<file path="src/rtl/wb_load_unit.sv">
// Writeback stage: forwards ALU results to the register file and holds the core
// on loads until memory data arrives (fixed latency or rvalid handshake).
module wb_load_unit #(
   parameter  int XLEN         = 32,
   parameter  int REG_AW       = 5,
   parameter  int LOAD_LATENCY = 1,
   parameter  int TIMEOUT      = 16,
   localparam int LANE_W       = $clog2(XLEN / 8)
) (
   input  logic              clk,
   input  logic              rst,
   input  logic              ex_valid,
   input  logic              ex_mem_ena,
   input  logic              ex_mem_rw,
   input  logic [1:0]        ex_mem_size,
   input  logic              ex_mem_unsigned,
   input  logic [LANE_W-1:0] ex_addr_lo,
   input  logic [REG_AW-1:0] gprs_waddr_i,
   input  logic [XLEN-1:0]   gprs_wdata_i,
   input  logic [XLEN-1:0]   mem_rdata_i,
   input  logic              mem_rvalid_i,
   output logic [REG_AW-1:0] gprs_waddr_o,
   output logic [XLEN-1:0]   gprs_wdata_o,
   output logic              stall,
   output logic [REG_AW-1:0] pend_waddr_o,
   output logic              load_misalign_o,
   output logic              bus_error_o,
   output logic              dbg_state_o
);

   localparam logic MEM_READ = 1'b0;
   localparam int   CNT_MAX  = (LOAD_LATENCY > TIMEOUT) ? LOAD_LATENCY : TIMEOUT;
   localparam int   CNT_W    = $clog2(CNT_MAX + 1);

   typedef enum logic {
      S_IDLE = 1'b0,
      S_WAIT = 1'b1
   } state_e;

   state_e            state_q, state_d;
   logic [CNT_W-1:0]  cnt_q, cnt_d;
   logic [REG_AW-1:0] rd_q, rd_d;
   logic [1:0]        size_q, size_d;
   logic              uns_q, uns_d;
   logic [LANE_W-1:0] addr_q, addr_d;

   logic              misalign;
   logic [63:0]       lane64;
   logic [63:0]       ext64;
   logic [XLEN-1:0]   ext_data;
   logic [31:0]       wait_n;
   logic              data_hit;
   logic              tmo_hit;

   always_ff @(posedge clk) begin
      if (rst) begin
         state_q <= S_IDLE;
         cnt_q   <= '0;
         rd_q    <= '0;
         size_q  <= '0;
         uns_q   <= 1'b0;
         addr_q  <= '0;
      end else begin
         state_q <= state_d;
         cnt_q   <= cnt_d;
         rd_q    <= rd_d;
         size_q  <= size_d;
         uns_q   <= uns_d;
         addr_q  <= addr_d;
      end
   end

   // A dword access only exists on a 64-bit datapath.
   always_comb begin
      misalign = 1'b0;
      unique case (ex_mem_size)
         2'b00:   misalign = 1'b0;
         2'b01:   misalign = ex_addr_lo[0];
         2'b10:   misalign = (ex_addr_lo[1:0] != 2'b00);
         default: misalign = (XLEN == 64) ? (ex_addr_lo != '0) : 1'b1;
      endcase
   end

   always_comb begin
      lane64 = 64'(mem_rdata_i) >> {addr_q, 3'b000};
      ext64  = lane64;
      unique case (size_q)
         2'b00:   ext64 = uns_q ? {56'b0, lane64[7:0]}  : {{56{lane64[7]}},  lane64[7:0]};
         2'b01:   ext64 = uns_q ? {48'b0, lane64[15:0]} : {{48{lane64[15]}}, lane64[15:0]};
         2'b10:   ext64 = uns_q ? {32'b0, lane64[31:0]} : {{32{lane64[31]}}, lane64[31:0]};
         default: ext64 = lane64;
      endcase
      ext_data = XLEN'(ext64);
   end

   // wait_n counts WAIT cycles including the current one.
   always_comb begin
      wait_n = 32'(cnt_q) + 32'd1;
      if (LOAD_LATENCY > 0) begin
         data_hit = (wait_n == 32'(LOAD_LATENCY));
         tmo_hit  = 1'b0;
      end else begin
         data_hit = mem_rvalid_i;
         tmo_hit  = (wait_n >= 32'(TIMEOUT));
      end
   end

   always_comb begin
      state_d         = state_q;
      cnt_d           = cnt_q;
      rd_d            = rd_q;
      size_d          = size_q;
      uns_d           = uns_q;
      addr_d          = addr_q;
      gprs_waddr_o    = '0;
      gprs_wdata_o    = '0;
      stall           = 1'b0;
      pend_waddr_o    = '0;
      load_misalign_o = 1'b0;
      bus_error_o     = 1'b0;

      unique case (state_q)
         S_IDLE: begin
            if (ex_valid) begin
               if (!ex_mem_ena) begin
                  gprs_waddr_o = gprs_waddr_i;
                  gprs_wdata_o = gprs_wdata_i;
               end else if (ex_mem_rw == MEM_READ) begin
                  if (misalign) begin
                     load_misalign_o = 1'b1;
                  end else begin
                     stall   = 1'b1;
                     rd_d    = gprs_waddr_i;
                     size_d  = ex_mem_size;
                     uns_d   = ex_mem_unsigned;
                     addr_d  = ex_addr_lo;
                     cnt_d   = '0;
                     state_d = S_WAIT;
                  end
               end
            end
         end
         S_WAIT: begin
            pend_waddr_o = rd_q;
            cnt_d        = cnt_q + CNT_W'(1);
            // Data beats the timeout when both land in the same cycle.
            if (data_hit) begin
               if (rd_q != '0) begin
                  gprs_waddr_o = rd_q;
                  gprs_wdata_o = ext_data;
               end
               cnt_d   = '0;
               state_d = S_IDLE;
            end else if (tmo_hit) begin
               bus_error_o = 1'b1;
               cnt_d       = '0;
               state_d     = S_IDLE;
            end else begin
               stall = 1'b1;
            end
         end
         default: state_d = S_IDLE;
      endcase

      if (rst) begin
         gprs_waddr_o    = '0;
         gprs_wdata_o    = '0;
         stall           = 1'b0;
         pend_waddr_o    = '0;
         load_misalign_o = 1'b0;
         bus_error_o     = 1'b0;
      end
   end

   assign dbg_state_o = state_q;

endmodule
</file>
<file path="config.mk">
export PLATFORM = sky130hd
export DESIGN_NAME = wb_load_unit
export DESIGN_NICKNAME = d
export VERILOG_FILES = /design/src/rtl/wb_load_unit.sv
export SDC_FILE = /design/constraint.sdc
export NUM_CORES = 1
export LEC_CHECK = 0
export ABC_CLOCK_PERIOD_IN_PS = 5250
export CORE_MARGIN = 10
export CORE_UTILIZATION = 41
export DETAILED_ROUTE_END_ITERATION = 10
export PLACE_DENSITY_LB_ADDON = 0.05
export SLEW_MARGIN = 20
export SYNTH_ARGS = -nofsm -noshare
export SYNTH_HDL_FRONTEND = slang
export SYNTH_SLANG_ARGS = --single-unit
</file>
<file path="constraint.sdc">
create_clock -name clk -period 5.25 [get_ports clk]
set_clock_uncertainty 0.1 [all_clocks]
set_input_delay 1.05 -clock clk [delete_from_list [all_inputs] [get_ports clk]]
set_output_delay 1.05 -clock clk [all_outputs]
set_load 0.02 [all_outputs]
</file>
==> impl_metrics.csv <==
group,metric,value,unit
cts,clk_pin_slew,0.06,ns
logic_synthesis,ys_types,44,
setup_path,worstSetupPathDepth,6,
global_route,antenna_found_initial,0,
sta,finalCriticalPeriod,4.74,ns
logic_synthesis,synth-adder-area-share,1.23,%
global_route,grt_use_total,19.1,%
setup_path,end_kind,"primary output",
placed_design,io_buffers,123,
setup_path,critPathTopFamily,"buffers and inverters",
logic_synthesis,yosys.area_share.simple,20.2,%
setup_path,reg2reg_from,"dbg_state_o",
power_and_ir_drop,clkPwrFrac,27.0,%
sta,grt_setup_unrepaired,"false",
layout,multi_input_area,1550,um^2
setup_path,crit_arrival,3.59,ns
layout,drive_gt1_share,11.6,%
floorplan,die_area,8160,um^2
run_status,status,"finished clean",
setup_path,startpoint_type,"primary input",
logic_synthesis,async_flop_share,0,%
power_and_ir_drop,p_leak,1.20,nW
cts,cts_inserted_buffers,3,
global_route,grt_pass1_vias,2455,
layout,areaGrowthSynthToFinish,63.9,%
routing,vias,2536,
setup_path,path_max_fanout,15,
placed_design,routabilityCongestion,0.869,
sta,finalHoldViolCount,0,
sta,setup-tns-final,0,ns
cts,clock_latency,0.25,ns
routing,routed_via_density,5.56,
logic_synthesis,synth_top_family_by_area,"compound AO/OA/AOI/OAI gates",
sta,finalCritPeriodShare,90.3,%
setup_path,critPathKind,"primary input to primary output",
logic_synthesis,yosysSeqAreaShare,15.8,%
logic_synthesis,synth_xor_area_share,0.432,%
setup_path,rr_worst_depth,5,
logic_synthesis,syn_area,2030,um^2
logic_synthesis,avgSynthCellArea,7.24,um^2
power_and_ir_drop,p_comb_share,42.4,%
routing,final_antenna_net_count,0,
setup_path,critical_path.slowest_cell,"and2_1",
power_and_ir_drop,irDropWorstVdd,0.135,mV
logic_synthesis,synth_compound_area_share,37.2,%
routing,totalWireLength,8340,um
logic_synthesis,synth-main-ff-cell,"dfxtp_1",
global_route,grt_pass1_wl,13100,um
floorplan,start_util,42.6,%
power_and_ir_drop,seqPwrFrac,30.5,%
setup_path,reg2reg_to,"rd_q[4]",
power_and_ir_drop,power.density,125,nW/um^2
layout,insertedDiodeCount,0,
layout,fin_nets,472,
setup_path,cp_common_cell,"clkdlybuf4s50_1",
routing,drtIter0Drc,150,
floorplan,die_x,90.3,um
sta,slew_viol_final,0,
global_route,grt_max_degree,32,
sta,tightest_slew,1.04,ns
cts,cts_setup_buffers,0,
power_and_ir_drop,power_switching,125,uW
cts,cts_resized,0,
floorplan,io_pins,126,
logic_synthesis,synth_nets,362,
setup_path,crit_buf_inv,2,
cts,ctsHtreeMaxLevel,1,
logic_synthesis,synth_cells,280,
job,drv_cap,0,
power_and_ir_drop,sw_frac_of_total,30.1,%
setup_path,rrSetupSlack,3.05,ns
logic_synthesis,synth_edf_count,0,
cts,clockRootBuffer,"clkbuf_8",
sta,setup-violations-final,0,
placed_design,hpwl,6510,um
setup_path,critPathLaunch,"mem_rdata_i[31]",
cts,hold_buffers,0,
routing,route.detailed.drc,0,
layout,seq_area,320,um^2
logic_synthesis,synthMuxAreaShare,16.9,%
sta,fmax,211,MHz
power_and_ir_drop,p_int,290,uW
layout,final_core_util,69.9,%
setup_path,critPathCapture,"gprs_wdata_o[17]",
routing,post_drt_wl_per_cell,18.3,um
setup_path,cp_data_required_time,4.10,ns
sta,slew_headroom,30.8,%
floorplan,die-height,90.3,um
worst_hold_path,hp-class,"flop to flop",
cts,clock_sinks,16,
layout,fillers,436,
floorplan,num_rows,25,
cts,cts_tree,"done",
routing,firstDrtPassIters,4,
logic_synthesis,yosys_warnings,0,
floorplan,core_area,4750,um^2
global_route,gr-total-overflow,0,
setup_path,slowest_delay,0.69,ns
setup_path,path_cells,"clkdlybuf4s50_1, mux2_2, o311ai_1, and2_1, a211oi_1, clkdlybuf4s50_1",
cts,cts_max_path_buffers,2,
logic_synthesis,ys_seq_elements,16,
## worst min-delay path by stage
| stage | startpoint | endpoint | slack [ns] | depth (start not counted) |
|---|---|---|---|---|
| finish | cnt_q[4] | cnt_q[4] | 0.39 | 1 |
| global route | cnt_q[4] | cnt_q[4] | 0.41 | 1 |
| floorplan | cnt_q[4] | cnt_q[4] | 0.35 | 1 |
| CTS | cnt_q[4] | cnt_q[4] | 0.39 | 1 |
| global placement | cnt_q[4] | cnt_q[4] | 0.37 | 1 |
| detailed placement | cnt_q[4] | cnt_q[4] | 0.38 | 1 |
## logic make-up after synthesis
group | after synthesis
buf+inv | 31
other cells | 1
flops | 16
xor+xnor | 1
simple gates | 87
mux | 31
fa+ha+maj | 2
compound gates | 111
## per-stage QoR
stage	instances	power, mW	hold slack, ns	instance area [um^2]	setup WS [ns]
after detailed placement	452	0.305	0.375	3270	0.539
after global placement	452	0.302	0.367	3270	0.583
after floorplan	280	0.206	0.351	2030	1.72
after CTS	456	0.417	0.386	3320	0.543
after global routing	456	0.435	0.414	3320	0.395
final	456	0.415	0.388	3320	0.510
## placed cells by master (no fill, tap or decap), types with 6 or more instances in the layout
cell / instances
a21oi_1: 49
and2_1: 6
a211oi_2: 12
mux2i_1: 15
nand3_1: 6
o21ai_0: 12
clkdlybuf4s50_1: 123
nand2_1: 39
a22oi_1: 7
buf_4: 9
nor2_1: 14
dfxtp_1: 16
mux2_2: 15
## synth_stat cells (all sizes together) (6+ instances only)
| library cell | number | area (um^2) |
|---|---|---|
| nand3 | 6 | 30.0 |
| mux2i | 15 | 150 |
| buf | 13 | 95.1 |
| o21ai | 12 | 60.1 |
| dfxtp | 16 | 320 |
| mux2 | 15 | 169 |
| a21oi | 49 | 245 |
| a22oi | 7 | 52.6 |
| nand2 | 39 | 146 |
| clkbuf | 14 | 52.6 |
| nor2 | 16 | 62.6 |
| a211oi | 17 | 188 |
| and2 | 6 | 37.5 |
## routing by layer
metal | part of all wire (%) | up-vias | global-route usage [%]
li1 | - | 1252 | -
met3 | 6.0 | 6 | 4.41
met2 | 49 | 94 | 34.4
met1 | 44 | 1184 | 22.2
met4 | 1.1 | 0 | 4.11
met5 | 0 | - | 0
## sequential cells by signal, summed over array words and instances (netlist names)
signal       cells
cnt_q            5
rd_q             5
addr_q           2
size_q           2
dbg_state_o      1
uns_q            1
## power by group through the flow
stage / sequential (mW) / combinational, mW / clock, mW
6_report: 0.127 / 0.176 / 0.112
5_1_grt: 0.127 / 0.189 / 0.119
4_1_cts: 0.127 / 0.177 / 0.114
3_5_place_dp: 0.130 / 0.175 / 0
3_3_place_gp: 0.129 / 0.173 / 0
2_1_floorplan: 0.128 / 0.0783 / 0
## final cells by class
type	count	share of cell area (%)
multi-input cells	233	46.6
inverters	4	0.452
clock buffers	4	1.66
flip-flops and latches	16	9.64
well taps	67	2.52
repair buffers	132	39.1
(Power assumes the default switching activity.)
